<file path="config.mk">
export PLATFORM = sky130hd
export DESIGN_NAME = hazard_sched
export DESIGN_NICKNAME = d
export VERILOG_FILES = /design/src/rtl/hazard_sched.sv
export SDC_FILE = /design/constraint.sdc
export NUM_CORES = 1
export LEC_CHECK = 0
export CAP_MARGIN = 40
export CORE_UTILIZATION = 40
export CTS_CLUSTER_DIAMETER = 40
export DETAILED_ROUTE_END_ITERATION = 10
export HOLD_SLACK_MARGIN = 0.12
export PLACE_DENSITY = 0.79
export SLEW_MARGIN = 20
export SYNTH_ARGS = -nofsm -noshare
export SYNTH_HDL_FRONTEND = slang
export SYNTH_SLANG_ARGS = --single-unit
export TNS_END_PERCENT = 50
</file>
<file path="constraint.sdc">
create_clock -name clk -period 3.3 [get_ports clk]
set_input_delay 0.495 -clock clk [delete_from_list [all_inputs] [get_ports clk]]
set_output_delay 0.495 -clock clk [all_outputs]
set_load 0.01 [all_outputs]
</file>
<file path="src/rtl/hazard_sched.sv">
// Hazard scheduler for the 5-stage core: advance/stall/flush decisions, stage valids, MDU busy window.
// Optional performance counters are built when HAZARD_PERF_EN is defined.
module hazard_sched #(
    parameter int MDU_LAT = 4
`ifdef HAZARD_PERF_EN
    ,
    parameter int CNT_W   = 32
`endif
) (
    input  logic       clk,
    input  logic       rst_n,
    input  logic       hold,
    input  logic [4:0] ID_rs,
    input  logic [4:0] ID_rt,
    input  logic       ID_useRs,
    input  logic       ID_useRt,
    input  logic       ID_rtStoreOnly,
    input  logic       ID_mduStart,
    input  logic       ID_useHiLo,
    input  logic [4:0] EX_rd,
    input  logic       EX_memToReg,
    input  logic       EX_branchTaken,
    output logic       front_en,
    output logic       pipe_en,
    output logic       ifid_flush,
    output logic       idex_flush,
    output logic       use_mem_back,
    output logic       use_wb_back,
`ifdef HAZARD_PERF_EN
    output logic [CNT_W-1:0] perf_stall_cnt,
    output logic [CNT_W-1:0] perf_flush_cnt,
`endif
    output logic       mdu_busy
);
    localparam int CW = $clog2(MDU_LAT + 1);

    typedef enum logic {RUN, MDU_WAIT} state_t;

    state_t        r_state;
    logic [CW-1:0] r_mdu_cnt;
    logic          r_id_valid, r_ex_valid, r_mem_valid, r_wb_valid;
    logic          w_load_hz, w_mdu_hz, w_flush, w_stall, w_launch;

    // Store-data-only rt reads are served by MEM-stage forwarding, so they never stall.
    always_comb begin
        w_load_hz = r_id_valid & r_ex_valid & EX_memToReg & (EX_rd != 5'd0) &
                    ((ID_useRs & (ID_rs == EX_rd)) |
                     (ID_useRt & ~ID_rtStoreOnly & (ID_rt == EX_rd)));
        w_mdu_hz  = r_id_valid & (r_state == MDU_WAIT) & (ID_useHiLo | ID_mduStart);
        w_flush   = r_ex_valid & EX_branchTaken;
        w_stall   = w_load_hz | w_mdu_hz;
        w_launch  = r_id_valid & ID_mduStart & ~hold & ~w_flush & ~w_stall;
    end

    // hold > flush > stall; a wrong-path ID instruction never stalls.
    always_comb begin
        front_en   = 1'b1;
        pipe_en    = 1'b1;
        ifid_flush = 1'b0;
        idex_flush = 1'b0;
        if (hold) begin
            front_en = 1'b0;
            pipe_en  = 1'b0;
        end else if (w_flush) begin
            ifid_flush = 1'b1;
            idex_flush = 1'b1;
        end else if (w_stall) begin
            front_en   = 1'b0;
            idex_flush = 1'b1;
        end
    end

    assign use_mem_back = r_mem_valid;
    assign use_wb_back  = r_wb_valid;
    assign mdu_busy     = (r_state == MDU_WAIT);

    always_ff @(posedge clk or negedge rst_n) begin
        if (!rst_n) begin
            r_id_valid  <= 1'b0;
            r_ex_valid  <= 1'b0;
            r_mem_valid <= 1'b0;
            r_wb_valid  <= 1'b0;
        end else if (!hold) begin
            r_id_valid  <= w_flush ? 1'b0 : (w_stall ? r_id_valid : 1'b1);
            r_ex_valid  <= (w_flush | w_stall) ? 1'b0 : r_id_valid;
            r_mem_valid <= r_ex_valid;
            r_wb_valid  <= r_mem_valid;
        end
    end

    // The MDU keeps computing through a memory hold, so the countdown ignores hold.
    always_ff @(posedge clk or negedge rst_n) begin
        if (!rst_n) begin
            r_state   <= RUN;
            r_mdu_cnt <= '0;
        end else if (w_launch) begin
            r_state   <= MDU_WAIT;
            r_mdu_cnt <= CW'(MDU_LAT);
        end else if (r_state == MDU_WAIT) begin
            if (r_mdu_cnt <= CW'(1)) begin
                r_mdu_cnt <= '0;
                r_state   <= RUN;
            end else begin
                r_mdu_cnt <= r_mdu_cnt - CW'(1);
            end
        end
    end

`ifdef HAZARD_PERF_EN
    logic [CNT_W-1:0] r_stall_cnt, r_flush_cnt;

    always_ff @(posedge clk or negedge rst_n) begin
        if (!rst_n) begin
            r_stall_cnt <= '0;
            r_flush_cnt <= '0;
        end else if (!hold) begin
            if (w_stall & ~w_flush) r_stall_cnt <= r_stall_cnt + CNT_W'(1);
            if (w_flush)            r_flush_cnt <= r_flush_cnt + CNT_W'(1);
        end
    end

    assign perf_stall_cnt = r_stall_cnt;
    assign perf_flush_cnt = r_flush_cnt;
`endif
endmodule
</file>
==> key figures, run 1 <==
Synth
  – Xor/xnor cell area share of the yosys netlist: 14.14%
  – Largest family of logic cells by synthesized area: compound AO/OA/AOI/OAI gates
  – Ys Warns: 0
  – Seq/Total Area, Yosys: 32.32%
  – Mux share of post-synthesis cell area: 5.253%
  – Post-synthesis cell type count: 31
  – Compound-Gate Fraction of Synth Area: 26.26%
  – Post-Synth Adder-Cell Area: 4.040%
  – Synthesized area: 619.3 um^2
  – Avg Inst Size Synth: 9.677 um^2
  – FF+latch count, synth: 8
  – Post-Synthesis Cells: 64
  – Synth Area in Simple Gates: 14.34%
  – Net count after synthesis: 91

Routing
  – Via-to-Cell Ratio: 5.566
  – Initial drt markers: 6
  – Number of antenna-violating nets in the routed design: 0
  – Post-route DRC: 0
  – DR vias: 629
  – WL final: 1593 um
  – WL per Instance: 14.10 um
  – Pre-antenna DRT Iters: 4

GRT
  – Initial antenna violation count: 0
  – GR Overflow Total: 0
  – First-pass GRT wire length: 2339 um
  – GRT Total Usage: 21.59%
  – Largest net degree at the start of global routing: 11
  – Vias in the first global route: 564

Setup path
  – Worst EP required: 2.80 ns
  – Largest delay share family, worst path: buffers and inverters
  – CP max FO: 5
  – Most used cell along the critical path: clkdlybuf4s50_1
  – Slowest CP cell: or4_4
  – Critical path buffer and inverter count: 2
  – Arrival time at the worst endpoint: 2.61 ns
  – Crit-path cells: clkdlybuf4s50_1 -> or4_4 -> o2111ai_4 -> a21oi_2 -> a211oi_2 -> clkdlybuf4s50_1
  – Endpoint type of the worst setup path: primary output
  – Crit path kind: primary input to primary output
  – CP Launch Type: primary input
  – CP max stage delay: 0.57 ns

Final layout
  – Share of cells above drive strength 1: 11.22%
  – Final cell count without fillers: 113
  – # fillers: 129
  – Most frequent cells in the layout: 31 x clkdlybuf4s50_1, 10 x xnor2_1, 8 x dfrtp_1, 5 x inv_1, 5 x nand2_1
  – Area of the multi-input gates: 396.6 um^2
  – Fin nets: 127
  – Final instance area: 974.7 um^2
  – Antenna cells: 0
  – Most common cell after layout, fill and taps aside: clkdlybuf4s50_1
  – Seq. cell area: 200.2 um^2
  – Area growth from synthesis to layout: 57.37%

Floorplanning
  – Num ports: 32
  – Core area: 0.001366 mm^2
  – Die H: 41.35 um
  – Initial core utilization: 45.33%
  – # rows: 13
  – Die area: 0.001710 mm^2
  – Die Width: 41.35 um

Outcome
  – Outcome: complete, no violations

Clock network
  – CTS buffer count: 3
  – Cts repair resizes: 0
  – Max clock buf depth: 2
  – Postcts setup bufs: 0
  – CTS Root Cell: clkbuf_4
  – Clock sinks: 8
  – H-Tree Depth: 1
  – CTS tree: done
  – Clock transition at path regs: 0.05 ns
  – Hold_buf cts: 0
  – Clock latency on the worst-skew pair: 0.25 ns

STA
  – Slack of the critical path: 0.1967 ns
  – Total negative slack: 0 ns
  – RSZ-0062 raised after global routing: no
  – Period utilization: 94.04%
  – Slew @ Worst Pin: 0.4248 ns
  – Post-layout min period: 3.103 ns
  – Max Transition Viols Final: 0
  – Final hold violations: 0
  – Achievable clock frequency: 322.2 MHz
  – Max-slew headroom: 71.56%
  – Final Setup Violations: 0
  – Clock skew: 0.003684 ns

Placed design
  – Dpl cells: 110
  – Port bufs: 31
  – DP Wirelength: 1331 um
  – Area after DPL: 952.2 um^2
  – Final Wtd Congestion: 0.7315
  – DP Worst Slack: 0.1876 ns

Flow run
  – Max-Cap Viols: 0

Pwr
  – Peak VDD IR: 0.4114 mV
  – Power per Cell Area: 580.9 mW/mm^2
  – Leakage: 0.0003948 uW

Min path
  – Hold crit path type: primary input to asynchronous set/reset pin
through the flow:
stage	utilization (%)	power [uW]	hold WS (ns)
2_1_floorplan	-	362.5	0.1994
3_3_place_gp	69.69	485.8	0.4989
3_5_place_dp	69.69	493.8	0.5057
4_1_cts	71.34	570.5	0.5215
5_1_grt	71.34	610.2	0.5276
6_report	71.34	566.2	0.5163
synthesized netlist by cell type, drive strengths merged:
cell     count  area, um^2
mux2         2       22.52
o2111ai      1       26.28
nor2b        1       6.260
o211ai       2       15.01
xnor2       10       87.58
a21oi        4       23.77
ha           2       25.02
o211a        2       20.02
and2         1       6.260
nand4        2       12.51
o21ai        2       10.00
or4          1       11.26
inv          5       18.77
a211oi       1       12.51
and4         1       8.760
clkbuf       1       3.750
nor3         1       5.000
o22ai        2       12.51
a221oi       1       8.760
nand3        1       5.000
nand2        5       18.77
a21bo        1       10.01
a21o         1       7.510
a32oi        1       8.760
dfrtp        8       200.2
nor2         2       7.510
mux2i        1       10.01
o21bai       1       7.510
nand3b       1       7.510
area by class of cell:
cell class,count,area share (%)
Multi-Input combinational cell,50,40.69
Timing Repair Buffer,32,32.61
Sequential cell,8,20.54
Clock buffer,3,2.311
Inverter,5,1.926
Tap cell,15,1.926
registers in the layout, summed over array words and instances (netlist names):
register and cells:
r_id_valid 1, use_mem_back 1, r_ex_valid 1, mdu_busy 1, use_wb_back 1, r_mdu_cnt 3
power breakdown:
group          switching [uW]  internal (uW)
clock                    32.7           41.6
sequential               50.4            144
combinational             127            170
total                     210            356
cell families (layout without fill, tap and decap cells):
| logic type | count (synthesis) | after routing |
|---|---|---|
| flops | 8 | 8 |
| fa+ha+maj | 2 | 2 |
| xor+xnor | 10 | 10 |
| simple gates | 16 | 16 |
| buf+inv | 6 | 40 |
| compound gates | 19 | 19 |
| mux | 3 | 3 |
routing by layer:
metal | vias up | track usage, % | wire length, um
met1 | 283 | 22.85 | 631
met2 | 31 | 42.58 | 834
met3 | 9 | 3.191 | 86
met4 | 0 | 7.258 | 41
li1 | 306 | - | -
met5 | - | 0 | 0
final timing paths:
path	cells past startpoint	end	slack [ns]	startpoint
min in group clk	1	use_wb_back	0.52	use_wb_back
max reg2reg	4	r_mdu_cnt[2]	1.79	r_id_valid
min	1	use_mem_back	0.52	rst_n
max	6	front_en	0.20	EX_rd[1]
min reg2reg	1	use_wb_back	0.52	use_wb_back
max in group asynchronous	1	use_wb_back	2.50	rst_n
Note: power is estimated with default switching activity, not from simulation.
==> run 2: changes to the inputs <==
--- a/config.mk
+++ b/config.mk
@@ -7,12 +7,14 @@
 export LEC_CHECK = 0
 export CAP_MARGIN = 40
 export CORE_UTILIZATION = 40
+export CTS_BUF_LIST = sky130_fd_sc_hd__clkbuf_16
 export CTS_CLUSTER_DIAMETER = 40
 export DETAILED_ROUTE_END_ITERATION = 10
+export DONT_BUFFER_PORTS = 1
 export HOLD_SLACK_MARGIN = 0.12
-export PLACE_DENSITY = 0.79
+export PLACE_DENSITY = 0.52
 export SLEW_MARGIN = 20
 export SYNTH_ARGS = -nofsm -noshare
 export SYNTH_HDL_FRONTEND = slang
 export SYNTH_SLANG_ARGS = --single-unit
-export TNS_END_PERCENT = 50
+export TNS_END_PERCENT = 5
==> key figures, run 2 (synthesized netlist as in run 1, its figures left out) <==
Final layout
  – Max reg flops: 3 (unchanged)
  – Most common cell after layout, fill and taps aside: xnor2_1 (was clkdlybuf4s50_1)
  – Most frequent cells in the layout: 10 x xnor2_1, 8 x dfrtp_1, 5 x inv_1, 5 x nand2_1 (was 31 x clkdlybuf4s50_1, 10 x xnor2_1, 8 x dfrtp_1, 5 x inv_1, 5 x nand2_1)
  – Final cell count without fillers: 82 (was 113)
  – Top reg by flops: r_mdu_cnt (unchanged)
  – Core Util, Final: 52.66% (was 71.34%)
  – Area growth from synthesis to layout: 16.16% (was 57.37%)
  – Share of cells above drive strength 1: 14.93% (was 11.22%)
  – Fin nets: 96 (was 127)
  – Antenna cells: 0 (unchanged)

Min path
  – Hold Crit Depth: 1
  – Hold crit path type: primary input to flip-flop (was primary input to asynchronous set/reset pin)

Routing
  – Via-to-Cell Ratio: 5.951 (was 5.566)
  – WL per Instance: 14.46 um (was 14.10 um)
  – Pre-antenna DRT Iters: 2 (was 4)
  – Post-route DRC: 0 (unchanged)
  – DR vias: 488 (was 629)
  – WL final: 1186 um (was 1593 um)
  – Initial drt markers: 1 (was 6)
  – Number of antenna-violating nets in the routed design: 0 (unchanged)

Placed design
  – Dpl cells: 78 (was 110)
  – Port bufs: 0 (was 31)
  – DP Wirelength: 971.1 um (was 1331 um)
  – DP Worst Slack: 1.154 ns (was 0.1876 ns)
  – Final Wtd Congestion: 0.7080 (was 0.7315)

GRT
  – Initial antenna violation count: 0 (unchanged)
  – First-pass GRT wire length: 1807 um (was 2339 um)
  – Largest net degree at the start of global routing: 11 (unchanged)
  – GRT Total Usage: 16.69% (was 21.59%)
  – Vias in the first global route: 446 (was 564)
  – GR Overflow Total: 0 (unchanged)

Clock network
  – H-Tree Depth: 1 (unchanged)
  – Max clock buf depth: 2 (unchanged)
  – CTS buffer count: 3 (unchanged)
  – CTS tree: done (unchanged)
  – Cts repair resizes: 0 (unchanged)
  – Clock latency on the worst-skew pair: 0.23 ns (was 0.25 ns)
  – CTS Root Cell: clkbuf_16 (was clkbuf_4)
  – Clock transition at path regs: 0.03 ns (was 0.05 ns)
  – Clock sinks: 8 (unchanged)

Setup path
  – CP max FO: 5 (unchanged)
  – Register-to-Register Path Depth: 4 (unchanged)
  – Crit path kind: primary input to primary output (unchanged)
  – Arrival time at the worst endpoint: 1.65 ns (was 2.61 ns)
  – Worst EP required: 2.80 ns (about the same)
  – CP Launch Type: primary input (unchanged)
  – Endpoint type of the worst setup path: primary output (unchanged)

STA
  – Final hold violations: 0 (unchanged)
  – Clock skew: 0.003586 ns (was 0.003684 ns)
  – Max Transition Viols Final: 0 (unchanged)
  – Final Setup Violations: 0 (unchanged)
  – Slew @ Worst Pin: 0.5935 ns (was 0.4248 ns)
  – Max-slew headroom: 60.44% (was 71.56%)
  – Slack of the critical path: 1.153 ns (was 0.1967 ns)
  – Period utilization: 65.06% (was 94.04%)
  – Total negative slack: 0 ns (unchanged)
  – Achievable clock frequency: 465.8 MHz (was 322.2 MHz)
  – RSZ-0062 raised after global routing: no (unchanged)
  – Post-layout min period: 2.147 ns (was 3.103 ns)

Outcome
  – Outcome: complete, no violations (unchanged)

Floorplanning
  – Initial core utilization: 45.33% (unchanged)
  – Num ports: 32 (unchanged)
  – Die area: 0.001710 mm^2 (unchanged)
  – Core area: 0.001366 mm^2 (unchanged)
  – # rows: 13 (unchanged)
  – Die H: 41.35 um (unchanged)
  – Die Width: 41.35 um (unchanged)

Pwr
  – Peak VDD IR: 0.5056 mV (was 0.4114 mV)
  – Design Power: 602.1 uW (was 566.2 uW)
  – Power per Cell Area: 837.0 mW/mm^2 (was 580.9 mW/mm^2)
  – Leakage: 0.0002962 uW (was 0.0003948 uW)

Flow run
  – Max-Cap Viols: 0 (unchanged)
run 2: worst paths after layout:
path                                   start            to  slack [ns]
worst max-delay path                EX_rd[1]      front_en        1.15
worst min-delay path                    hold    r_id_valid        0.36
worst max register to register      mdu_busy  r_mdu_cnt[2]        1.75
worst min register to register  r_mdu_cnt[2]  r_mdu_cnt[2]        0.57
max in group asynchronous              rst_n    r_ex_valid        2.44
min in group asynchronous              rst_n      mdu_busy        0.61
run 2: layer usage:
metal  track usage (%)  up-vias  wire, um
li1                  -      243         -
met1             19.27      229       511
met2             28.13       16       567
met3             10.11        0       108
met4                 0        0         0
met5                 0        -         0
run 2: metrics by stage:
stage                     cell area, um^2  hold WS (ns)
after floorplan                     619.3        0.1994
after global placement              634.4        0.1996
after detailed placement            634.4        0.1996
after CTS                           719.4        0.3572
after global routing                719.4        0.3601
final                               719.4        0.3604
run 2: critical path: stages:
cell       delay (ns)
or4_4            0.53
o2111ai_4        0.26
a21oi_2          0.06
a211oi_2         0.31
run 2: area by class of cell:
cell class | instances | area [um^2]
Tap cell | 15 | 18.77
Timing Repair Buffer | 1 | 10.01
Inverter | 5 | 18.77
Fill cell | 133 | 646.9
Multi-Input combinational cell | 50 | 396.6
Clock buffer | 3 | 75.07
Sequential cell | 8 | 200.2
run 2: power breakdown:
| part | switching (uW) | leakage [uW] | internal, uW | total (uW) |
|---|---|---|---|---|
| Sequential | 62.2 | 0.0000938 | 145 | 207 |
| Clock | 43.2 | 0.0000370 | 156 | 199 |
| Combinational | 93.9 | 0.000165 | 102 | 196 |
| Total | 199 | 0.000296 | 403 | 602 |
run 2: timing repair:
| item | 4_1_cts | 5_1_grt |
|---|---|---|
| buffers inserted | 0 | 0 |
| hold endpoints to repair | 8 | 0 |
| hold buffers | 1 | 0 |
==> run 3: changes to the inputs <==
--- a/config.mk
+++ b/config.mk
@@ -12,7 +12,7 @@
 export DETAILED_ROUTE_END_ITERATION = 10
 export DONT_BUFFER_PORTS = 1
 export HOLD_SLACK_MARGIN = 0.12
-export PLACE_DENSITY = 0.52
+export PLACE_DENSITY = 0.54
 export SLEW_MARGIN = 20
 export SYNTH_ARGS = -nofsm -noshare
 export SYNTH_HDL_FRONTEND = slang
==> constraint.sdc (replaced) <==
create_clock -name clk -period 1.9 [get_ports clk]
set_input_delay 0.285 -clock clk [delete_from_list [all_inputs] [get_ports clk]]
set_output_delay 0.285 -clock clk [all_outputs]
set_load 0.01 [all_outputs]
==> key figures, run 3 (synthesized netlist as in run 1, its figures left out) <==
Min path
  – Hold crit path type: primary input to flip-flop (unchanged)

Floorplanning
  – Die area: 0.001710 mm^2 (unchanged)
  – # rows: 13 (unchanged)
  – Die Width: 41.35 um (unchanged)
  – Core area: 0.001366 mm^2 (unchanged)
  – Num ports: 32 (unchanged)
  – Initial core utilization: 45.33% (unchanged)
  – Die H: 41.35 um (unchanged)

Final layout
  – # fillers: 133 (unchanged)
  – Antenna cells: 0 (unchanged)
  – Share of cells above drive strength 1: 16.18% (was 14.93%)
  – Top reg by flops: r_mdu_cnt (unchanged)
  – Most common cell after layout, fill and taps aside: xnor2_1 (unchanged)
  – Max reg flops: 3 (unchanged)
  – Final cell count without fillers: 83 (was 82)
  – Fin nets: 97 (was 96)
  – Final instance area: 726.9 um^2 (was 719.4 um^2)
  – Area growth from synthesis to layout: 17.37% (was 16.16%)
  – Most frequent cells in the layout: 10 x xnor2_1, 8 x dfrtp_1, 5 x inv_1, 5 x nand2_1 (unchanged)

Setup path
  – CP max stage delay: 0.54 ns (was 0.53 ns)
  – CP max FO: 5 (unchanged)
  – Slowest CP cell: or4_4 (unchanged)
  – Endpoint type of the worst setup path: primary output (unchanged)
  – Crit path kind: primary input to primary output (unchanged)
  – Largest delay share family, worst path: compound AO/OA/AOI/OAI gates (unchanged)
  – Arrival time at the worst endpoint: 1.44 ns (was 1.65 ns)
  – Worst EP required: 1.62 ns (was 2.80 ns)
  – CP Launch Type: primary input (unchanged)
  – Flop2flop setup slack: 0.36 ns (was 1.75 ns)
  – Critical path buffer and inverter count: 0 (unchanged)
  – Crit-path cells: or4_4 -> o2111ai_4 -> a21oi_2 -> a211oi_2 (unchanged)

Routing
  – Number of antenna-violating nets in the routed design: 0 (unchanged)
  – WL per Instance: 14.67 um (was 14.46 um)
  – DR vias: 492 (was 488)
  – Via-to-Cell Ratio: 5.928 (was 5.951)
  – Initial drt markers: 6 (was 1)
  – WL final: 1218 um (was 1186 um)
  – Pre-antenna DRT Iters: 4 (was 2)
  – Post-route DRC: 0 (unchanged)

GRT
  – First-pass GRT wire length: 1973 um (was 1807 um)
  – Largest net degree at the start of global routing: 11 (unchanged)
  – GRT Total Usage: 18.03% (was 16.69%)
  – Vias in the first global route: 491 (was 446)
  – GR Overflow Total: 0 (unchanged)
  – Initial antenna violation count: 0 (unchanged)

Clock network
  – Postcts setup bufs: 0 (unchanged)
  – Clock transition at path regs: 0.03 ns (about the same)
  – Cts repair resizes: 0 (unchanged)
  – CTS tree: done (unchanged)
  – Clock sinks: 8 (unchanged)
  – Max clock buf depth: 2 (unchanged)
  – Hold_buf cts: 1 (unchanged)
  – CTS buffer count: 3 (unchanged)
  – Clock latency on the worst-skew pair: 0.23 ns (about the same)
  – H-Tree Depth: 1 (unchanged)
  – CTS Root Cell: clkbuf_16 (unchanged)

STA
  – Final hold violations: 0 (unchanged)
  – Post-layout min period: 1.726 ns
  – Max-slew headroom: 72.85% (was 60.44%)
  – Final Setup Violations: 0 (unchanged)
  – Slew @ Worst Pin: 0.4055 ns (was 0.5935 ns)
  – Clock skew: 0.0006505 ns (was 0.003586 ns)
  – RSZ-0062 raised after global routing: no (unchanged)
  – Period utilization: 90.82%
  – Achievable clock frequency: 579.5 MHz
  – Total negative slack: 0 ns (unchanged)
  – Max Transition Viols Final: 0 (unchanged)

Pwr
  – Power per Cell Area: 1434 mW/mm^2 (was 837.0 mW/mm^2)
  – Peak VDD IR: 0.8655 mV (was 0.5056 mV)
  – Leakage: 0.0003017 uW (was 0.0002962 uW)

Placed design
  – Area after DPL: 641.9 um^2 (was 634.4 um^2)
  – Port bufs: 0 (unchanged)
  – Dpl cells: 79 (was 78)
  – Final Wtd Congestion: 0.6865 (was 0.7080)

Outcome
  – Outcome: complete, no violations (unchanged)

Flow run
  – Max-Cap Viols: 0 (unchanged)
-- run 3: final cells by class --
cell class / instances / area (um^2) / share of cell area (%)
tap: 15 / 18.77 / 2.582
multi-input combinational: 50 / 396.6 / 54.56
inverter: 5 / 18.77 / 2.582
clock buffer: 3 / 75.07 / 10.33
timing repair buffer: 2 / 17.52 / 2.410
sequential: 8 / 200.2 / 27.54
-- run 3: final timing paths --
kind,start,endpoint,depth (start not counted)
max reg2reg,mdu_busy,r_mdu_cnt[2],4
min,hold,r_id_valid,1
min in group asynchronous,rst_n,use_mem_back,1
max,EX_rd[1],front_en,4
min reg2reg,r_mdu_cnt[2],r_mdu_cnt[2],2
max in group asynchronous,rst_n,use_wb_back,1
-- run 3: report_power, final --
group	switching [uW]	internal, uW	total (uW)
clock	70.2	270	340
combinational	167	179	346
sequential	105	251	356
total	342	700	1040
-- run 3: per-layer routing --
| metal | part of all wire [%] | global-route usage [%] |
|---|---|---|
| met1 | 44 | 21.26 |
| met2 | 48 | 32.03 |
| met3 | 7.7 | 7.979 |
| met4 | 0 | 0 |
| met5 | 0 | 0 |
-- run 3: stage by stage --
| stage | hold slack, ns | util [%] | setup slack, ns | power (uW) |
|---|---|---|---|---|
| after floorplan | -0.01059 | - | 0.2316 | 629.6 |
| after global placement | -0.01045 | 46.98 | 0.1968 | 695.4 |
| after detailed placement | -0.01044 | 46.98 | 0.1764 | 703.5 |
| after CTS | 0.1433 | 53.21 | 0.1729 | 1059 |
| after global routing | 0.1475 | 53.21 | 0.1241 | 1135 |
| final | 0.1472 | 53.21 | 0.1744 | 1042 |
-- run 3: worst register-to-register path: cells and delay by family, from the launching register on --
kind,cells,cell delay [ns]
simple gates,1,0.27
flops,1,0.48
compound gates,3,0.66
